**src/rtl/pc_gen_pkg.sv**
```systemverilog
// Shared encodings for the program-counter generator.
// Holds branch/jump type codes, the fetch FSM state codes and
// a small alignment helper used by the target datapath.
package pc_gen_pkg;

  // Branch type encoding (execute-stage control)
  localparam int BRAN_WIDTH = 2;
  localparam logic [BRAN_WIDTH-1:0] BRAN_NONE   = 2'd0;
  localparam logic [BRAN_WIDTH-1:0] BRAN_TYPE_A = 2'd1;  // taken when zero
  localparam logic [BRAN_WIDTH-1:0] BRAN_TYPE_B = 2'd2;  // taken when not zero

  // Jump type encoding
  localparam int JUMP_WIDTH = 2;
  localparam logic [JUMP_WIDTH-1:0] JUMP_NONE = 2'd0;
  localparam logic [JUMP_WIDTH-1:0] JUMP_JAL  = 2'd1;
  localparam logic [JUMP_WIDTH-1:0] JUMP_JALR = 2'd2;

  // Fetch sequencer states
  localparam logic [1:0] PCG_BOOT = 2'd0;
  localparam logic [1:0] PCG_RUN  = 2'd1;
  localparam logic [1:0] PCG_HALT = 2'd2;

  // With 32-bit alignment a set bit 1 is illegal; with 16-bit alignment
  // bit 0 is always cleared upstream so nothing can be misaligned.
  function automatic logic is_misaligned(input logic bit1, input int ialign);
    return (ialign == 32) && bit1;
  endfunction

endpackage

```
**src/rtl/pc_target.sv**
```systemverilog
// Combinational next-PC target select with misalignment detection.
// Latency: 0 cycles (pure combinational).
// Backpressure: none; output simply tracks the inputs.
module pc_target
  import pc_gen_pkg::*;
#(
  parameter int CPU_WIDTH = 32,
  parameter int IALIGN    = 32
) (
  input  logic [CPU_WIDTH-1:0]  curr_pc_i,
  input  logic [BRAN_WIDTH-1:0] branch_i,
  input  logic                  zero_i,
  input  logic [JUMP_WIDTH-1:0] jump_i,
  input  logic [CPU_WIDTH-1:0]  reg1_rdata_i,
  input  logic [CPU_WIDTH-1:0]  imm_i,
  input  logic                  trap_i,
  input  logic [CPU_WIDTH-1:0]  trap_vec_i,
  input  logic                  mret_i,
  input  logic [CPU_WIDTH-1:0]  mepc_i,
  output logic [CPU_WIDTH-1:0]  target_o,
  output logic                  misaligned_o
);

  logic [CPU_WIDTH-1:0] pc_plus_imm;
  logic [CPU_WIDTH-1:0] pc_plus_4;
  logic [CPU_WIDTH-1:0] jalr_tgt;
  logic                 taken;
  logic                 check_align;

  // Adders (modulo 2^CPU_WIDTH) and the jalr bit-0 clear
  always_comb begin
    pc_plus_imm = curr_pc_i + imm_i;
    pc_plus_4   = curr_pc_i + CPU_WIDTH'(4);
    jalr_tgt    = (reg1_rdata_i + imm_i) & ~CPU_WIDTH'(1);
    taken       = ((branch_i == BRAN_TYPE_A) &&  zero_i) ||
                  ((branch_i == BRAN_TYPE_B) && !zero_i);
  end

  // Priority select; only control-flow targets are alignment-checked
  always_comb begin
    target_o    = pc_plus_4;
    check_align = 1'b0;
    if (trap_i) begin
      target_o = trap_vec_i;
    end else if (mret_i) begin
      target_o = mepc_i;
    end else if (taken) begin
      target_o    = pc_plus_imm;
      check_align = 1'b1;
    end else if (jump_i == JUMP_JAL) begin
      target_o    = pc_plus_imm;
      check_align = 1'b1;
    end else if (jump_i == JUMP_JALR) begin
      target_o    = jalr_tgt;
      check_align = 1'b1;
    end
    misaligned_o = check_align && is_misaligned(target_o[1], IALIGN);
  end

endmodule

```
**src/rtl/pc_gen.sv**
```systemverilog
// Program-counter register, fetch sequencing (BOOT/RUN/HALT) and instret.
// Latency: curr_pc takes next_pc one cycle after a commit; next_pc is combinational.
// Backpressure: ena=0 or if_ack=0 stalls the PC, counter and FSM.
module pc_gen
  import pc_gen_pkg::*;
#(
  parameter int                   CPU_WIDTH = 32,
  parameter logic [CPU_WIDTH-1:0] RESET_VEC = '0,
  parameter int                   IALIGN    = 32,
  parameter int                   CNT_WIDTH = 64
) (
  input  logic                  clk,
  input  logic                  rst,
  input  logic                  ena,
  output logic                  if_req,
  input  logic                  if_ack,
  input  logic [BRAN_WIDTH-1:0] branch,
  input  logic                  zero,
  input  logic [JUMP_WIDTH-1:0] jump,
  input  logic [CPU_WIDTH-1:0]  reg1_rdata,
  input  logic [CPU_WIDTH-1:0]  imm,
  input  logic                  trap,
  input  logic [CPU_WIDTH-1:0]  trap_vec,
  input  logic                  mret,
  input  logic [CPU_WIDTH-1:0]  mepc,
  input  logic                  halt_req,
  input  logic                  resume,
  output logic [CPU_WIDTH-1:0]  curr_pc,
  output logic [CPU_WIDTH-1:0]  next_pc,
  output logic                  misalign,
  output logic                  halted,
  output logic [CNT_WIDTH-1:0]  instret
);

  logic [1:0]           state_q, state_d;
  logic [CPU_WIDTH-1:0] pc_q, pc_d;
  logic                 misalign_q, misalign_d;
  logic [CNT_WIDTH-1:0] instret_q, instret_d;
  logic                 halt_pend_q, halt_pend_d;

  logic [CPU_WIDTH-1:0] target;
  logic                 tgt_misaligned;
  logic                 commit;

  pc_target #(
    .CPU_WIDTH (CPU_WIDTH),
    .IALIGN    (IALIGN)
  ) u_target (
    .curr_pc_i    (pc_q),
    .branch_i     (branch),
    .zero_i       (zero),
    .jump_i       (jump),
    .reg1_rdata_i (reg1_rdata),
    .imm_i        (imm),
    .trap_i       (trap),
    .trap_vec_i   (trap_vec),
    .mret_i       (mret),
    .mepc_i       (mepc),
    .target_o     (target),
    .misaligned_o (tgt_misaligned)
  );

  // A misaligned control-flow target is redirected to the trap handler
  always_comb begin
    next_pc = tgt_misaligned ? trap_vec : target;
    commit  = (state_q == PCG_RUN) && if_ack && ena;
  end

  // FSM, PC, misalign pulse, halt latch and retired-instruction counter
  always_comb begin
    state_d     = state_q;
    pc_d        = pc_q;
    misalign_d  = 1'b0;
    instret_d   = instret_q;
    halt_pend_d = halt_pend_q;
    case (state_q)
      PCG_BOOT: state_d = PCG_RUN;
      PCG_RUN: begin
        if (commit) begin
          pc_d       = next_pc;
          misalign_d = tgt_misaligned;
          // Trap-redirected commits do not retire an instruction
          if (!trap && !tgt_misaligned) begin
            instret_d = instret_q + CNT_WIDTH'(1);
          end
          if (halt_req || halt_pend_q) begin
            state_d     = PCG_HALT;
            halt_pend_d = 1'b0;
          end
        end else if (halt_req) begin
          // Remember the request until the next commit
          halt_pend_d = 1'b1;
        end
      end
      PCG_HALT: begin
        if (trap) begin
          pc_d    = trap_vec;
          state_d = PCG_RUN;
        end else if (resume && !halt_req) begin
          state_d = PCG_RUN;
        end
      end
      default: state_d = PCG_BOOT;
    endcase
  end

  // State registers with asynchronous reset
  always_ff @(posedge clk or posedge rst) begin
    if (rst) begin
      state_q     <= PCG_BOOT;
      pc_q        <= RESET_VEC;
      misalign_q  <= 1'b0;
      instret_q   <= '0;
      halt_pend_q <= 1'b0;
    end else begin
      state_q     <= state_d;
      pc_q        <= pc_d;
      misalign_q  <= misalign_d;
      instret_q   <= instret_d;
      halt_pend_q <= halt_pend_d;
    end
  end

  assign curr_pc  = pc_q;
  assign misalign = misalign_q;
  assign instret  = instret_q;
  assign if_req   = (state_q == PCG_RUN);
  assign halted   = (state_q == PCG_HALT);

endmodule

```
**config.mk**
```make
export PLATFORM = sky130hd
export DESIGN_NAME = pc_gen
export DESIGN_NICKNAME = d
export VERILOG_FILES = /design/src/rtl/pc_gen_pkg.sv /design/src/rtl/pc_target.sv /design/src/rtl/pc_gen.sv
export SDC_FILE = /design/constraint.sdc
export NUM_CORES = 1
export LEC_CHECK = 0
export ABC_AREA = 0
export BUFFER_PORTS_ARGS = -buffer_cell sky130_fd_sc_hd__buf_2
export CAP_MARGIN = 25
export CORE_AREA = 2 2 152 154
export CTS_BUF_LIST = sky130_fd_sc_hd__clkbuf_2 sky130_fd_sc_hd__clkbuf_4 sky130_fd_sc_hd__clkbuf_8
export DETAILED_ROUTE_END_ITERATION = 10
export DIE_AREA = 0 0 154 156
export GPL_ROUTABILITY_DRIVEN = 0
export PLACE_DENSITY = 0.78
export SKIP_LAST_GASP = 1
export SLEW_MARGIN = 5
export SYNTH_ARGS = -nofsm -noshare
export SYNTH_HDL_FRONTEND = slang
export SYNTH_SLANG_ARGS = --single-unit
```
**constraint.sdc**
```tcl
create_clock -name clk -period 6.3 [get_ports clk]
set_clock_uncertainty 0.2 [all_clocks]
set_input_delay 1.26 -clock clk [delete_from_list [all_inputs] [get_ports clk]]
set_output_delay 1.26 -clock clk [all_outputs]
set_load 0.1 [all_outputs]
```
# ---- After elaboration in Yosys (flattened, before gate mapping)
# Cells that the tools add are included.
# W data, S select, Z words.
dict set report word_totals {
  regBits 100
  output_inout_bits 131
  word_cells 64
}
dict set report classes {
  n_reduce_logical 20
  mux 24
  add_sub_neg 4
  n_eq_ne 11
}
# op n
set op_table {}
lappend op_table {{$mux W32} 8}
lappend op_table {{$add A32 B32 Y32} 2}
lappend op_table {{$add A64 B1 Y64 const B} 1}
lappend op_table {{$pmux W32 S2} 1}
lappend op_table {{$add A32 B3 Y32 const B} 1}
lappend op_table {{$reduce_and A3 Y1} 4}
lappend op_table {{$mux W1} 10}
lappend op_table {{$mux W2} 4}
lappend op_table {{$logic_and A1 B1 Y1} 7}
lappend op_table {{$eq A2 B1 Y1 const B} 3}
lappend op_table {{$eq A2 B2 Y1 const B} 3}
lappend op_table {{$ne A2 B1 Y1 const B} 3}
lappend op_table {{$pmux W2 S3} 1}
lappend op_table {{$logic_not A1 Y1} 4}
lappend op_table {{$reduce_bool A2 Y1} 2}
lappend op_table {{$ne A3 B2 Y1 const B} 1}
lappend op_table {{$logic_not A2 Y1} 1}
lappend op_table {{$logic_or A1 B1 Y1} 2}
lappend op_table {{$ne A2 B2 Y1 const B} 1}

# ---- Depth between registers and ports, before layout
# Gate-level depths: netlist (run 1).
dict set report depth {
  word_depth 10
  mapped_depth 13
}

# ---- By module
# A second synthesis (run 1) with hierarchy kept.
dict set report unflattened {
  hier_cells 1275
  area_unflattened_um2 10122.2
}
# module seq_area_each_um2 instances cells_per_inst area_each_um2
set modules_own_cells {}
lappend modules_own_cells {pc_target 0.0 1 767 5078.6}
lappend modules_own_cells {pc_gen 2502.4 1 508 5043.6}

# ---- Worst setup path after synthesis (run 1)
# OpenSTA, ideal clock, no wires.
dict set report synth_path {
  kind {input-to-output}
  startpoint {in reg1_rdata[1]}
  endpoint {out next_pc[22]}
  stages 11
  arrival_ns 5.652
  path_slack_ns -0.812
  path_cell_list {inv_1 > fa_1 > nand2b_1 > a211oi_1 > o21ai_1 > o41ai_1 > nor2_1 > o21ai_1 > mux2i_1 > o221a_2 > o31ai_1}
}
dict set report synth_between {
  elab_chain_len 8
}
# element line_no
set synth_lines {}
lappend synth_lines {{start: declaration} pc_gen.sv:20} ;# input logic [CPU_WIDTH-1:0] reg1_rdata,
lappend synth_lines {{$add A32 B32 Y32 *} pc_target.sv:34} ;# jalr_tgt = (reg1_rdata_i + imm_i) & ~CPU_WIDTH'(1);
lappend synth_lines {{$mux W32 *} pc_target.sv:53} ;# end else if (jump_i == JUMP_JALR) begin
lappend synth_lines {{$mux W32 *} pc_target.sv:50} ;# end else if (jump_i == JUMP_JAL) begin
lappend synth_lines {{$mux W32 *} pc_target.sv:47} ;# end else if (taken) begin
lappend synth_lines {{$mux W32 *} pc_target.sv:45} ;# end else if (mret_i) begin
lappend synth_lines {{$mux W32 *} pc_target.sv:43} ;# if (trap_i) begin
lappend synth_lines {{$logic_and A1 B1 Y1} pc_target.sv:57} ;# misaligned_o = check_align && is_misaligned(target_o[1], IALIGN);
lappend synth_lines {{$mux W32 *} pc_gen.sv:65} ;# next_pc = tgt_misaligned ? trap_vec : target;
lappend synth_lines {{end: declaration} pc_gen.sv:29} ;# output logic [CPU_WIDTH-1:0] next_pc,
# Every way passes the cells marked *; elsewhere a longest branch is shown, timed or not.

# ---- Final worst setup path (run 1)
dict set report layout_path {
  startpoint {in imm[2]}
  endpoint {out next_pc[25]}
}
dict set report layout_between {
  elab_chain_len 7
  elab_cells_between_ends 8
  cone_classes {2 x add/sub; 6 x mux}
}
# element line_no
set layout_lines {}
lappend layout_lines {{start: declaration} pc_gen.sv:21} ;# input logic [CPU_WIDTH-1:0] imm,
lappend layout_lines {{$add A32 B32 Y32} pc_target.sv:34}
lappend layout_lines {{$mux W32} pc_target.sv:53}
lappend layout_lines {{$mux W32} pc_target.sv:50}
lappend layout_lines {{$mux W32 *} pc_target.sv:47}
lappend layout_lines {{$mux W32 *} pc_target.sv:45}
lappend layout_lines {{$mux W32 *} pc_target.sv:43}
lappend layout_lines {{$mux W32 *} pc_gen.sv:65}
# Marks and branches as above.

==> results.cfg, run 1 <==
[run_status]
status = finished clean

[critical_path]
cp_common_cell = o31ai_1
worstSetupPathType = in2out
regToRegSetupSlack_ps = 2330
path_buf_inv = 2
worstPathCellList = buf_2 -> ha_1 -> nand4_1 -> a2111oi_2 -> o2111ai_2 -> o211ai_1 -> o31ai_1 -> o311ai_0 -> o31ai_1 -> a311oi_1 -> nor2_1 -> buf_12
r2r-start = curr_pc[0]$_DFFE_PP0P_
max_stage_delay_ps = 520
crit_slowest_cell = a2111oi_2
reg2regPathDepth = 11
crit_path_end_kind = primary output
cp_max_fo = 4
cpLargestDelayFamily = compound AO/OA/AOI/OAI gates
arrival_ps = 4640
worst-path-stages = 12
startpoint_type = input port
r2r-end = instret[41]$_DFFE_PP0P_
cp.required_ps = 4840

[timing]
slew_violations = 0
rsz0062_at_grt = no
post-route-period-util_pct = 96.8
worst_pin_slew_ps = 941
hold_ws_ps = 293
hold_violations = 0
fmax_mhz = 164
slew_headroom_pct = 37.2
setup_ws_ps = 201
fin_crit_ps = 6100
setup_violations = 0

[routing]
num_vias = 11400
dr.pass1.iters = 6
drt_iter0_markers = 1253
wire_per_inst_um = 20.5
wirelength_um = 37700
ant_nets = 0
vias_per_cell = 6.21
drc_errors = 0

[place]
post-place-ws_ps = 184
numPortBuffers = 271
place_hpwl_um = 29700

[power]
power.total_mw = 4.99
power.density_nw_per_um2 = 404
peakVddDrop_mv = 0.373
leakagePower_nw = 5.76

[global_routing]
grt_usage_pct = 30.9
grt-ovfl-total = 0
grt_pass1_vias = 11000
antenna_found_initial = 4
grt_pass1_wl_um = 59000
grt_max_degree = 53

[finish]
fin_nets = 1755
final_cell_mix = buf_2, nand2_1, nor2_1, a21oi_1, dfrtp_1
syn2layout_area_growth_pct = 24.8
layout-drive-gt1-share_pct = 21.7
postLayoutCoreUtil_pct = 55.1
final_common_cell = buf_2

[yosys]
synth_fa_ha_area_share_pct = 8.63
synthCells = 1290
synthSimpleGateAreaFrac_pct = 24.9
ys_seq_elements = 100
synth_edf_count = 0
yosysSeqAreaShare_pct = 25.3
syn_avg_cell_area_um2 = 7.66
synth-compound-area-share_pct = 24.8
muxShareOfSynthArea_pct = 1.56
synth_top_family_by_area = simple AND/OR/NAND/NOR gates
syn_nets = 1498
synth_warnings = 0
synth-main-ff-cell = dfrtp_1
yosys.area_share.xor_xnor_pct = 11.5
ys_types = 72
async_flop_share_pct = 100
synthesis.area_um2 = 9890

[worst_hold_path]
min-delay-start = instret[18]$_DFFE_PP0P_
hold_path_class = reg2reg
holdPathEnd = instret[18]$_DFFE_PP0P_
hold_depth = 1

[floorplanning]
start_util_pct = 44.2
coreArea_um2 = 22400
die_w_um = 154
die_h_um = 156
io-pin-count = 272
die_area_um2 = 24000
rows = 55

[clocking]
cts_tree = built
htreeDepth = 3
cts_hold_buf = 0
insertion_delay_ps = 400
cts_resized = 0
cts.path.max_buffers = 2
clock_tree.root_cell = clkbuf_8
cts_buffers = 9
clk_pin_slew_ps = 120
clock_sinks = 100

[flow_run]
maxCapViolCount = 0
repair_timing:
item	4_1_cts	5_1_grt
endpoints found under the setup margin	0	2
buffers inserted	0	1
hold endpoints to repair	0	0
per-layer routing:
| layer | GRT usage (%) | share of wire, % |
|---|---|---|
| met5 | 0 | 0.034 |
| met4 | 17.7 | 5.8 |
| met3 | 5.67 | 9.9 |
| met2 | 48.7 | 44 |
| met1 | 40.0 | 40 |
power by group:
group / internal, mW / switching, mW
registers: 0.749 / 0.266
logic: 1.04 / 2.48
clock network: 0.162 / 0.285
cell type report:
type                    instances  area, µm²
fillers                      2024      10000
multi-input cells            1105       7110
flip-flops and latches        100       2500
repair buffers                296       2010
well taps                     285        357
inverters                      35        134
clock buffers                   9        124
clock inverters                 7       88.8
diodes                          3       7.51
through the flow:
| stage | instances | instance area [µm²] | TNS, ps |
|---|---|---|---|
| floorplan | 1290 | 9910 | -1230 |
| global placement | 1819 | 12100 | 0 |
| detailed placement | 1819 | 12100 | 0 |
| CTS | 1835 | 12300 | 0 |
| global route | 1839 | 12300 | 0 |
| finish | 1840 | 12300 | 0 |
worst max path at each step:
stage                             start           to
after global routing             imm[2]  next_pc[25]
after global placement           imm[2]  next_pc[25]
final                            imm[2]  next_pc[25]
after floorplan           reg1_rdata[1]  next_pc[11]
after CTS                        imm[2]  next_pc[25]
after detailed placement         imm[2]  next_pc[25]
sequential cells by signal, indices dropped and copies added (netlist names):
register     count
halt_pend_q      1
instret         64
curr_pc         32
misalign         1
state_q          2
cells in the mapped netlist, drive strengths merged (6+ instances only):
cell type	count	area, µm²
clkbuf	39	146
inv	33	124
nor2	119	447
and2	10	62.6
o21bai	13	97.6
nand2b	9	56.3
o31ai	15	113
or3	17	106
buf	11	47.5
a21o	25	188
a211oi	28	215
a21oi	106	531
and3	37	231
nor3	28	140
a221oi	8	70.1
o211ai	17	128
nand2	168	631
o21a	8	60.1
mux2i	12	120
and4	9	78.8
nand4	27	169
dfrtp	100	2500
xor2	37	324
or2	6	37.5
nand3	59	295
nor2b	9	56.3
ha	65	813
xnor2	93	815
nor4	8	50.1
o21ai	80	400
a31oi	19	119
kinds of logic after synthesis:
logic type / count (synthesis)
AND/OR/NAND/NOR: 519
AO/OA/AOI/OAI: 374
XOR/XNOR: 130
flip-flops: 100
buffers and inverters: 85
adder cells (fa/ha/maj): 67
multiplexers: 15
Power figures use the tool's default switching activity.
==> run 2, diff against run 1 <==
==> constraint.sdc (replaced) <==
create_clock -name clk -period 6.3 [get_ports clk]
set_clock_uncertainty 0.2 [all_clocks]
set_input_delay 0.945 -clock clk [delete_from_list [all_inputs] [get_ports clk]]
set_output_delay 0.945 -clock clk [all_outputs]
set_load 0.1 [all_outputs]
==> results.cfg, run 2 (synthesis results as in run 1) <==
[run_status]
status = finished clean

[clocking]
cts_tree = built
cts_setup_buffers = 0
cts_buffers = 9
htreeDepth = 3
insertion_delay_ps = 390
clock_tree.root_cell = clkbuf_8
clock_sinks = 100
cts_resized = 0
cts.path.max_buffers = 2
clk_pin_slew_ps = 100
cts_hold_buf = 0

[timing]
post-route-period-util_pct = 89.6
setup_violations = 0
rsz0062_at_grt = no
hold_violations = 0
slew_violations = 0
fin_crit_ps = 5640
fmax_mhz = 177
slew_headroom_pct = 42.2
finalSetupTns_ps = 0
setup_ws_ps = 656
worst_pin_slew_ps = 865

[routing]
drt_iter0_markers = 1143
wirelength_um = 37500
wire_per_inst_um = 20.5
vias_per_cell = 6.22
drc_errors = 0
ant_nets = 0
num_vias = 11400
dr.pass1.iters = 5

[floorplanning]
die_h_um = 156
die_area_um2 = 24000
coreArea_um2 = 22400
rows = 55
die_w_um = 154
start_util_pct = 44.2
io-pin-count = 272

[critical_path]
worstPathCellList = buf_2 -> ha_1 -> nand4_1 -> a2111oi_2 -> o2111ai_2 -> o211ai_1 -> o31ai_1 -> buf_4 -> o311ai_0 -> o31ai_1 -> a311oi_1 -> nor2_1 -> buf_12
max_stage_delay_ps = 500
worstSetupPathType = in2out
startpoint_type = input port
crit_path_end_kind = primary output
cp_max_fo = 4
cp.required_ps = 5150
cp_common_cell = o31ai_1
arrival_ps = 4500
crit_slowest_cell = a311oi_1

[power]
pwr-share-comb_pct = 71.0
peakVddDrop_mv = 0.484
p_int_mw = 1.94
power.share.clock_pct = 8.5
leakagePower_nw = 5.71
p_seq_share_pct = 20.5
switching_power_mw = 3.01
switching_share_pct = 60.8
power.total_mw = 4.95
power.density_nw_per_um2 = 404

[place]
post-place-ws_ps = 732
numPortBuffers = 271
placed_cells_incl_taps = 1814
place_hpwl_um = 29500

[finish]
fin_nets = 1748
fillers = 2124
syn2layout_area_growth_pct = 23.8
layout-drive-gt1-share_pct = 21.3
multi_input_area_um2 = 7090
final_common_cell = buf_2
largest_reg_flops = 64
final_cell_mix = buf_2, nand2_1, nor2_1, a21oi_1, dfrtp_1
layout.cells.non_filler = 1833
seqCellArea_um2 = 2500

[global_routing]
grt_usage_pct = 30.5
grt_pass1_wl_um = 58300
grt_pass1_vias = 10900
antenna_found_initial = 4
grt-ovfl-total = 0
grt_max_degree = 59

[flow_run]
maxCapViolCount = 0

[worst_hold_path]
hold_path_class = reg2reg
run 2: cell count changes in the layout (fill, tap and decap cells not counted), sizes merged:
cell,previous run,this run
clkbuf,9,10
inv,36,35
clkinvlp,0,1
buf,296,289
clkinv,6,5
run 2: worst max-delay path, delay by kind of cell:
family                   cells  cell delay (ps)
AO/OA/AOI/OAI                7             2320
buffers and inverters        3              490
AND/OR/NAND/NOR              2              400
adder cells (fa/ha/maj)      1              330
run 2: worst paths after layout:
| kind | depth (start not counted) | slack [ps] | endpoint | start |
|---|---|---|---|---|
| hold reg to reg | 1 | 270 | instret[63]$_DFFE_PP0P_ | instret[63]$_DFFE_PP0P_ |
| setup / recovery | 13 | 660 | next_pc[25] | imm[2] |
| hold / removal | 1 | 270 | instret[63]$_DFFE_PP0P_ | instret[63]$_DFFE_PP0P_ |
| min in group asynchronous | 2 | 400 | instret[28]$_DFFE_PP0P_ | rst |
| setup reg to reg | 11 | 2350 | instret[41]$_DFFE_PP0P_ | curr_pc[0]$_DFFE_PP0P_ |
| max in group asynchronous | 3 | 4280 | instret[51]$_DFFE_PP0P_ | rst |
run 2: area by class of cell:
cell class / instances / area share (%)
Sequential cell: 100 / 20.4
Antenna cell: 3 / 0.0613
Timing Repair Buffer: 289 / 16.0
Inverter: 35 / 1.09
Clock inverter: 6 / 0.460
Tap cell: 285 / 2.91
Multi-Input combinational cell: 1105 / 58.0
Clock buffer: 10 / 1.07
run 2: layer usage:
metal,vias to the layer above,track usage [%],share of wire (%)
li1,5232,-,-
met1,5295,38.5,40
met2,693,48.1,44
met3,173,6.69,10
met4,2,17.9,5.8
met5,-,0,0.040
run 2: power by group through the flow:
stage	registers, mW	logic [mW]	clock network (mW)
global route	1.03	3.70	0.448
floorplan	1.70	1.82	0
detailed placement	1.02	3.45	0
CTS	1.00	3.46	0.427
global placement	1.01	3.42	0
finish	1.01	3.51	0.422
run 2: metrics by stage:
stage                     hold slack (ps)  utilization (%)  instance area (µm²)
after floorplan                       264                -                 9900
after global placement                255             53.8                12000
after detailed placement              258             53.8                12000
after CTS                             276             54.7                12200
after global routing                  298             54.7                12200
final                                 268             54.7                12200
